File: src/rtl/imem_load_controller.sv
// Loads the byte-wide instruction memory from a 32-bit word stream, writing each
// word as four little-endian bytes while holding the CPU in stall.
module imem_load_controller #(
    parameter int                ADDR_W    = 12,
    parameter logic [ADDR_W-1:0] BASE_ADDR = '0
) (
    input  logic              clk,
    input  logic              rst,
    input  logic              load_start,
    input  logic [ADDR_W-2:0] load_len,
    input  logic              s_valid,
    input  logic [31:0]       s_data,
    output logic              s_ready,
    output logic              mem_we,
    output logic [ADDR_W-1:0] mem_waddr,
    output logic [7:0]        mem_wdata,
    output logic              cpu_stall,
    output logic              busy,
    output logic              done,
    output logic [ADDR_W-2:0] words_left
);

    localparam int LEN_W = ADDR_W - 1;

    typedef enum logic [1:0] {
        IDLE,
        WAIT_WORD,
        WRITE,
        DONE
    } state_t;

    state_t            state;
    state_t            state_next;
    logic [ADDR_W-1:0] ptr;
    logic [1:0]        byte_idx;
    logic [31:0]       word;
    logic [LEN_W-1:0]  words_cnt;
    logic              real_load;

    always_ff @(posedge clk) begin
        if (rst) begin
            state <= IDLE;
        end else begin
            state <= state_next;
        end
    end

    always_comb begin
        state_next = state;
        case (state)
            IDLE: begin
                if (load_start) begin
                    state_next = (load_len != '0) ? WAIT_WORD : DONE;
                end
            end
            WAIT_WORD: begin
                if (s_valid) begin
                    state_next = WRITE;
                end
            end
            WRITE: begin
                if (byte_idx == 2'd3) begin
                    state_next = (words_cnt == LEN_W'(1)) ? DONE : WAIT_WORD;
                end
            end
            DONE: begin
                state_next = IDLE;
            end
            default: begin
                state_next = IDLE;
            end
        endcase
    end

    // real_load separates a genuine load's DONE (stall held) from a zero-length one.
    always_ff @(posedge clk) begin
        if (rst) begin
            ptr       <= BASE_ADDR;
            byte_idx  <= 2'd0;
            word      <= 32'd0;
            words_cnt <= '0;
            real_load <= 1'b0;
        end else begin
            case (state)
                IDLE: begin
                    if (load_start) begin
                        ptr       <= BASE_ADDR;
                        words_cnt <= load_len;
                        real_load <= (load_len != '0);
                    end
                end
                WAIT_WORD: begin
                    if (s_valid) begin
                        word     <= s_data;
                        byte_idx <= 2'd0;
                    end
                end
                WRITE: begin
                    ptr      <= ptr + ADDR_W'(1);
                    byte_idx <= byte_idx + 2'd1;
                    if (byte_idx == 2'd3) begin
                        words_cnt <= words_cnt - LEN_W'(1);
                    end
                end
                DONE: begin
                    real_load <= 1'b0;
                end
                default: begin
                    real_load <= 1'b0;
                end
            endcase
        end
    end

    always_comb begin
        s_ready    = (state == WAIT_WORD);
        mem_we     = (state == WRITE);
        busy       = (state == WAIT_WORD) || (state == WRITE);
        done       = (state == DONE);
        cpu_stall  = busy || ((state == DONE) && real_load);
        mem_waddr  = (state == WRITE) ? ptr : '0;
        mem_wdata  = (state == WRITE) ? word[{byte_idx, 3'b000} +: 8] : 8'd0;
        words_left = words_cnt;
    end

endmodule

File: config.mk
export PLATFORM = sky130hd
export DESIGN_NAME = imem_load_controller
export DESIGN_NICKNAME = d
export VERILOG_FILES = /design/src/rtl/imem_load_controller.sv
export SDC_FILE = /design/constraint.sdc
export NUM_CORES = 1
export LEC_CHECK = 0
export ABC_AREA = 1
export BUFFER_PORTS_ARGS = -buffer_cell sky130_fd_sc_hd__buf_2
export CAP_MARGIN = 20
export CORE_MARGIN = 2
export CORE_UTILIZATION = 55
export CTS_BUF_LIST = sky130_fd_sc_hd__clkbuf_2 sky130_fd_sc_hd__clkbuf_4 sky130_fd_sc_hd__clkbuf_8
export DETAILED_ROUTE_END_ITERATION = 16
export GPL_TIMING_DRIVEN = 0
export PLACE_DENSITY = 0.93
export SYNTH_ARGS = -nofsm -noshare
export SYNTH_HDL_FRONTEND = slang
export SYNTH_SLANG_ARGS = --single-unit
File: constraint.sdc
create_clock -name clk -period 2 [get_ports clk]
set_clock_uncertainty 0.05 [all_clocks]
set_input_delay 0.3 -clock clk [delete_from_list [all_inputs] [get_ports clk]]
set_output_delay 0.3 -clock clk [all_outputs]
set_load 0.005 [all_outputs]
---- After elaboration in Yosys (flattened, before gate mapping) ----
Index checks and enable logic that the tools add are counted.
word-level totals
  register bits after elaboration ......... 60
  bits of input ports ..................... 47
  output and inout port bits .............. 36
  word-level logic and storage cells ...... 49
cells by class
  add/sub/neg operators ................... 3
  equality and inequality tests ........... 8
  shift operators ......................... 1
  mux-type cells .......................... 17
  reduce and logical (&&, ||, !) cells .... 14
operators with widths
  cell                                                                      count
  32-bit by 6-bit indexed part select with 8-bit output                     1
  12-bit 2-to-1 mux                                                         2
  12-bit one-hot mux with 2 select lines                                    1
  11-bit 2-to-1 mux                                                         2
  11-bit one-hot mux with 2 select lines                                    1
  12-bit by 1-bit adder with 12-bit output (second input constant)          1
  2-bit 2-to-1 mux                                                          6
  11-bit by 1-bit == test with 1-bit output (second input constant)         1
  11-bit nonzero test                                                       1
  11-bit by 1-bit subtractor with 11-bit output (second input constant)     1
  8-bit 2-to-1 mux                                                          1
  2-bit one-hot mux with 4 select lines                                     1
  2-bit AND reduction                                                       4
  2-bit == test (second input constant)                                     3
  3-bit AND reduction                                                       2
  2-bit nonzero test                                                        3
  2-bit inequality test (second input constant)                             2
  2-bit one-hot mux with 2 select lines                                     1
  2-bit by 1-bit adder with 2-bit output (second input constant)            1
  2-bit by 1-bit == test with 1-bit output (second input constant)          1
  2-bit logical NOT                                                         1
  1-bit logical OR                                                          2
  2-bit by 1-bit inequality test with 1-bit output (second input constant)  1
  1-bit one-hot mux with 2 select lines                                     1
  other kinds (2)                                                           2

---- Logic depth before layout (Yosys ltp) ----
Gate-level depths: netlist of the first run.
  depth after elaboration ................. 4
  depth in mapped cells ................... 11
  mapped depth without buffers ............ 10

---- Least setup slack after synthesis of the first run ----
Ideal clock, no wire load.
  path kind ............................... register to output
  from .................................... register state[0]
  to ...................................... output port mem_waddr[10]
  arrival ................................. 1.398 ns
  data required time ...................... 1.650 ns
  setup slack ............................. 0.252 ns
  stages on the path, launching flop included .. 8
  path buffers ............................ 3
  cells stage by stage .................... dfxtp_1 -> inv_1 -> ha_1 -> buf_4 -> clkbuf_1 -> clkbuf_1 -> nand2_1 -> inv_1
between the ends
  longest elaborated chain between the ends .. 2
ends and longest elaborated chain
  item                    line  RTL
  from (decl)             32    state_t state;
  from (signal assigned)  44    state <= state_next;
  2-bit == test           -
  named net mem_we        14    output logic mem_we,
  12-bit 2-to-1 mux       121   mem_waddr = (state == WRITE) ? ptr : '0;
  to (decl)               15    output logic [ADDR_W-1:0] mem_waddr,
The timed path passes the listed nets, and every way through them passes these cells.

---- Worst setup path after layout of the first run ----
  from .................................... register byte_idx[0]
  to ...................................... output port mem_wdata[3]
between the ends
  longest elaborated chain between the ends .. 2
ends and longest elaborated chain
  item                                                   line  RTL
  from (decl)                                            35    logic [1:0] byte_idx;
  from (signal assigned)                                 100   byte_idx <= byte_idx + 2'd1;
  32-bit by 6-bit indexed part select with 8-bit output  122   mem_wdata = (state == WRITE) ? word[{byte_idx, 3'b000} +: 8] : 8'd0;
  8-bit 2-to-1 mux                                       122
  to (decl)                                              16    output logic [7:0] mem_wdata,
Every way passes these cells.

==> impl_summary.txt, run 1 <==
----------------------------------------------------
[Yosys]
  Post-synth design cell area ... 0.00312 mm^2
  Most frequent cell after synthesis ... nor2_1
  Share of synthesized registers carrying an async set or reset ... 0
  Most area-consuming cells after synthesis ... dfxtp_1, nor2_1, o21ai_0
  Register bit total from synthesis ... 60
  Mapped Cells ... 486
  Count of distinct cell types in the synthesized netlist ... 30
  Sequential area share after synthesis ... 0.385
  Synth warn ... 0
  Syn nets ... 541
  Post-synth top flop ... dfxtp_1
  Top cell types by occurrence after synthesis ... nor2_1, nand2_1, o21ai_0
  EDFF count, synth ... 0
  Cell type with the highest aggregate area in the netlist ... dfxtp_1
  Syn avg cell area ... about 6.4 um^2
  Fraction of post-synthesis cell area in the top cell type by area ... 0.385

[Die]
  Area of the core ... between 0.005 and 0.006 mm^2
  Die span in y ... slightly below 80 um
  FP Rows ... 27
  Starting Density ... 0.567
  Die width ... 79.4 um
  I/O pins ... 83
  Die Area ... 0.00630 mm^2

[Place]
  Gpl congestion ... 0.940
  Quantity of I/O buffers inserted on ports ... 81
  DP HPWL ... approximately 5800 um
  Cell area after placement ... 0.00362 mm^2
  Worst slack at placement ... -0.159 ns
  Placed Instances ... 639

[Hold path]
  Worst min path class ... in -> reg
  Hold path cells ... 3
  Worst Hold Launch ... s_data[15]
  WHS Endpoint ... word[15]

[Global route]
  Global route overflow ... 0
  Global-route wire length before repair ... 13700 um
  Global-route usage over all layers ... 0.277
  Number of antenna violations at the first check in global routing ... 0
  Maximum number of pins on one net before global-route repair ... 20
  Number of global-route vias before repair ... 3110

[Power and ir drop]
  Worst VDD drop ... 0.000613 V
  Leakage component of the power ... 1.89 nW
  Power per unit of standard cell area ... 1260 mW/mm^2
  Overall power after layout ... 4.88 mW

[Routing]
  Post-route met1 wirelength ... approximately 3400 um
  Remaining antenna violation count ... 0
  Met2 Wirelength ... slightly below 4000 um
  Highest metal layer with signal wires ... met4
  Detail-routed net length per standard cell ... 12.6 um
  First-pass DRT Iterations ... 9
  DRC errors left ... 0
  Via density ... 5.36
  Detailed Route Iter0 Violations ... 326
  Total number of vias ... ~3500
  Wire length after detailed routing ... 8290 um
  Met3 Wirelength ... 705 um

[Timing]
  Final worst-path cycle share ... 0.993
  Final setup viols ... 0
  Min Tclk post-route ... 1.99 ns
  Tightest Pin Transition ... 0.538 ns
  Hold violation total from the final report ... 0
  Min setup slack post-route ... 0.0145 ns
  Unrepaired setup endpoints after global routing ... yes
  Number of max-slew violations in the final report ... 0
  Max-slew headroom at the worst pin ... 0.642
  Fmax ... 504 MHz

[Clock network]
  Number of CTS-inserted buffers ... 9
  Clock root buffer master ... clkbuf_8
  TritonCTS clock tree ... built
  Clock Tree Buf Depth ... 2
  Clock-pin slew on the worst setup and hold paths ... 0.07 ns
  H-tree levels ... 3
  Number of clock sinks ... 60
  Skew-Pair Late Insertion Delay ... 0.34 ns

[Worst setup path]
  Kind of start point of the critical path ... flip-flop
  Worst-path fanout max ... 17
  Setup Crit Path Kind ... reg -> out
  Worst R2R End ... ptr[8]
  Worst path arrival time ... 1.64 ns
  Worst r2r src ... state[0]
  Setup slack on the worst flop-to-flop path ... 0.10 ns
  Number of cell instances on the worst register-to-register path ... 10
  Critical path data required time ... 1.65 ns
  Endpoint type of the worst setup path ... output pin

[Outcome]
  Result of the run ... completed

[Cells and area]
  Total number of nets in the final design ... 634
  Final Non-Filler Cells ... 656
  Area added between synthesis and finish ... 24.2%
  Number of inserted diodes ... 0
  Fraction of layout instances using a drive strength above 1 ... 0.221
  Post-layout instance area ... 0.00388 mm^2

[Run]
  Max-cap violations ... 0

----------------------------------------------------
[routing by layer]
metal / up-vias / track usage
li1: 1727 / -
met1: 1532 / 0.348
met2: 213 / 0.458
met3: 42 / 0.0443
met4: 0 / 0.138
met5: - / 0
[cells by family (layout without fill, tap and decap cells)]
kind of cell               Yosys count  in the layout  share of synthesized area
buffers and inverters               73            171                     0.0950
and+or+nand+nor                    241            241                      0.313
adders and majority gates            8              8                     0.0321
AOI/OAI and AO/OA                  104            104                      0.176
DFF                                 60             60                      0.385
[layout by cell type (no fill, tap or decap), drive strengths merged]
| cell | count |
|---|---|
| nand4 | 1 |
| a22oi | 1 |
| a31oi | 1 |
| and3 | 1 |
| ha | 8 |
| a21oi | 31 |
| clkinv | 5 |
| buf | 92 |
| or2 | 1 |
| clkbuf | 23 |
| nand2 | 83 |
| inv | 51 |
| nor2 | 131 |
| nand3 | 15 |
| o21ai | 67 |
| a211oi | 2 |
| nor3 | 8 |
| a21o | 1 |
| o211ai | 1 |
| nand3b | 1 |
| dfxtp | 60 |
[layout make-up]
type                            count  area, um^2
Buffer                             18         115
Fill cell                         436        1630
Multi-Input combinational cell    353        1660
Tap cell                           72        90.1
Sequential cell                    60        1200
Timing Repair Buffer               86         443
Inverter                           51         199
Clock inverter                      5        28.8
Clock buffer                       11         139
[critical path, stage by stage, from the launching register on]
cell and delay (ns):
dfxtp_2 0.45, inv_1 0.24, o21ai_0 0.37, a21oi_2 0.09, buf_2 0.14
[metrics by stage]
| step | util | TNS (ns) | hold WS, ns |
|---|---|---|---|
| 2_1_floorplan | - | 0 | 0.397 |
| 3_3_place_gp | 0.657 | -1.34 | 0.407 |
| 3_5_place_dp | 0.657 | -2.13 | 0.419 |
| 4_1_cts | 0.694 | 0 | 0.149 |
| 5_1_grt | 0.704 | -0.0415 | 0.171 |
| 6_report | 0.704 | 0 | 0.158 |
[report_power, final]
part / switching [mW] / internal (mW)
Combinational: 1.43 / 0.865
Clock: 0.477 / 0.470
Sequential: 0.197 / 1.45
[flip-flops by register name, indices dropped and copies added (netlist names)]
register and count:
words_left 11, state 2, real_load 1, ptr 12
byte_idx 2, word 32
[worst max path at each step]
stage | from | to | slack, ns | cells past startpoint
2_1_floorplan | state[0] | mem_waddr[10] | 0.25 | 7
3_3_place_gp | state[0] | mem_waddr[7] | -0.09 | 8
3_5_place_dp | state[0] | mem_wdata[1] | -0.16 | 8
4_1_cts | state[0] | mem_waddr[7] | 0.01 | 8
5_1_grt | byte_idx[0] | mem_wdata[3] | -0.02 | 4
6_report | byte_idx[0] | mem_wdata[3] | 0.01 | 4
[timing repair]
item | CTS | global route
gates resized for setup | 15 | 16
hold buffers | 0 | 0
hold endpoints to repair | 0 | 0
pin swaps | 0 | 1
endpoints found under the setup margin | 20 | 23
setup buffers | 1 | 4
Power figures use the tool's default switching activity.
==> inputs of run 2 (changes only) <==
--- a/config.mk
+++ b/config.mk
@@ -13,6 +13,7 @@
 export CTS_BUF_LIST = sky130_fd_sc_hd__clkbuf_2 sky130_fd_sc_hd__clkbuf_4 sky130_fd_sc_hd__clkbuf_8
 export DETAILED_ROUTE_END_ITERATION = 16
 export GPL_TIMING_DRIVEN = 0
+export MAX_ROUTING_LAYER = met4
 export PLACE_DENSITY = 0.93
 export SYNTH_ARGS = -nofsm -noshare
 export SYNTH_HDL_FRONTEND = slang
==> run 2 against run 1 <==
- first-iteration DRC count fell by 6.1%
- utilization rose by 1.3 points
- flip-flop and latch count did not move
- non-clock buffer count rose by 1
- sequential share of layout area fell by 0.48 points
- fmax rose by 3.3%
- cell count did not move
- worst hold slack barely moved
- sequential power barely moved
- combinational power barely moved
- total power rose by 5.8%
==> impl_summary.txt, run 2 (synthesis gave the netlist of run 1 again) <==
----------------------------------------------------
[Global route]
  Global route overflow ... 0 (unchanged)
  Maximum number of pins on one net before global-route repair ... 20 (unchanged)
  Number of global-route vias before repair ... 3137 (+0.87%)
  Global-route usage over all layers ... 0.275 (-0.00113)
  Number of antenna violations at the first check in global routing ... 0 (unchanged)
  Global-route wire length before repair ... 13400 um (-2.4%)

[Clock network]
  Skew-Pair Late Insertion Delay ... 0.34 ns (about the same)
  Number of clock sinks ... 60 (unchanged)
  TritonCTS clock tree ... built
  Number of CTS-inserted buffers ... 9 (unchanged)
  Clock Tree Buf Depth ... 2 (unchanged)
  Clock-pin slew on the worst setup and hold paths ... 0.07 ns (about the same)
  Clock root buffer master ... clkbuf_8
  H-tree levels ... 3 (unchanged)

[Cells and area]
  Register name with the most flops ... word
  Combined flip-flop and latch cell area ... 0.00121 mm^2 (+0.31%)
  Commonest non-fill, non-tap cell in the layout ... nor2_1
  Flip-flop count of the largest register, all copies and words added ... 32 (unchanged)
  Final-layout fill cell count ... 449 (+3.0%)
  Combined area of the multi-input logic cells ... 0.00165 mm^2 (-0.30%)
  Fraction of layout instances using a drive strength above 1 ... 0.221 (unchanged)
  Most frequent cells in the layout ... nor2_1, buf_2, nand2_1
  Area added between synthesis and finish ... 26.5%
  Total number of nets in the final design ... 635 (+0.16%)
  Number of inserted diodes ... 0 (unchanged)

[Outcome]
  Result of the run ... completed

[Routing]
  Via density ... 5.27 (-1.7%)
  DRC errors left ... 0 (unchanged)
  First-pass DRT Iterations ... 5 (-4)
  Detail-routed net length per standard cell ... 12.5 um (-1.2%)
  Wire length after detailed routing ... 8190 um (-1.2%)
  Remaining antenna violation count ... 0 (unchanged)
  Total number of vias ... 3455 (-1.7%)
  Detailed Route Iter0 Violations ... 306 (-6.1%)

[Power and ir drop]
  Overall power after layout ... 5.17 mW (+5.8%)
  Worst VDD drop ... 0.000612 V (-0.13%)
  Sw power ... 2.08 mW (-1.0%)
  Comb pwr share ... 0.442 (-0.027)
  Clk pwr share ... 0.240 (+0.046)
  Leakage component of the power ... 1.91 nW (+1.3%)
  Power per unit of standard cell area ... 1310 mW/mm^2 (+3.9%)
  Net Sw Frac ... 0.402 (-0.0279)
  Seq pwr share ... 0.318 (-0.019)
  Internal ... 3.09 mW (+11%)

[Timing]
  Fmax ... 520 MHz (+3.3%)
  Tightest Pin Transition ... 0.524 ns (-0.0141 ns)
  Min Tclk post-route ... 1.92 ns (-0.0641 ns)
  Final worst-path cycle share ... 0.961 (-0.0321)
  Unrepaired setup endpoints after global routing ... no
  Max-slew headroom at the worst pin ... 0.651 (+0.00942)
  Setup TNS after final layout ... 0 ns (unchanged)
  Hold violation total from the final report ... 0 (unchanged)
  Number of max-slew violations in the final report ... 0 (unchanged)
  Final setup viols ... 0 (unchanged)

[Place]
  Gpl congestion ... 0.959 (+2.1%)
  DP HPWL ... 5750 um (-0.13%)
  Quantity of I/O buffers inserted on ports ... 81 (unchanged)

[Die]
  Die width ... 79.4 um (unchanged)
  I/O pins ... 83 (unchanged)
  Starting Density ... 0.567 (unchanged)
  Die span in y ... 79.4 um (unchanged)
  FP Rows ... 27 (unchanged)
  Die Area ... 0.00630 mm^2 (unchanged)
  Area of the core ... 0.00551 mm^2 (unchanged)

[Worst setup path]
  Endpoint type of the worst setup path ... output pin
  Critical path data required time ... 1.65 ns (about the same)
  Worst-path fanout max ... 19 (+2)
  Kind of start point of the critical path ... flip-flop
  Setup Crit Path Kind ... reg -> out
  Worst path arrival time ... 1.57 ns (-0.07 ns)

[Hold path]
  Worst min path class ... in -> reg

[Run]
  Max-cap violations ... 0 (unchanged)

----------------------------------------------------
[run 2: worst max-delay path, cell delays in order (launching register included)]
cell	delay (ns)
dfxtp_2	0.34
inv_2	0.09
ha_4	0.14
buf_6	0.13
inv_4	0.06
buf_6	0.17
a21oi_1	0.16
buf_2	0.14
[run 2: power groups by stage]
stage	clock network [mW]	logic [mW]	registers, mW
4_1_cts	1.24	2.11	1.63
6_report	1.24	2.28	1.64
3_5_place_dp	0	2.06	1.64
3_3_place_gp	0	1.99	1.63
2_1_floorplan	0	1.50	1.61
5_1_grt	1.30	2.54	1.68
[run 2: metal layers]
metal	GRT usage	wire length [um]	vias up	part of all wire
met4	0.121	204	0	0.025
met3	0.0466	598	30	0.073
met5	-	0	-	0
li1	-	-	1735	-
met2	0.458	3950	172	0.48
met1	0.329	3430	1518	0.42
[run 2: metrics by stage]
| step | hold slack [ns] | instance area [um^2] | setup slack (ns) | utilization | instances |
|---|---|---|---|---|---|
| 2_1_floorplan | 0.397 | 3120 | 0.252 | - | 486 |
| 3_3_place_gp | 0.406 | 3620 | -0.0918 | 0.657 | 639 |
| 3_5_place_dp | 0.417 | 3620 | -0.162 | 0.657 | 639 |
| 4_1_cts | 0.154 | 3870 | 0.00187 | 0.703 | 651 |
| 5_1_grt | 0.160 | 3950 | 0.0190 | 0.717 | 656 |
| 6_report | 0.158 | 3950 | 0.0786 | 0.717 | 656 |
[run 2: worst paths after layout]
check             slack [ns]  cells past startpoint              to      startpoint
setup / recovery        0.08                      7    mem_wdata[0]        state[0]
hold / removal          0.16                      3        word[13]      s_data[13]
setup reg to reg        0.14                     10  words_left[10]        state[0]
hold reg to reg         0.43                      2  words_left[10]  words_left[10]
[run 2: what timing repair did]
action,in CTS,in global routing
resized for setup,15,14
endpoints found under the setup margin,20,30
gates cloned,0,0
hold buffers,0,0
pin swaps,0,3
buffers inserted,0,5
endpoints found under the hold margin,0,0
[run 2: final cells by class]
cell class | instances | area share
inverters | 51 | 0.0507
clock buffers | 11 | 0.0383
well taps | 72 | 0.0228
repair buffers | 86 | 0.112
clock inverters | 4 | 0.0184
multi-input cells | 353 | 0.419
plain buffers | 19 | 0.0333
flip-flops and latches | 60 | 0.306
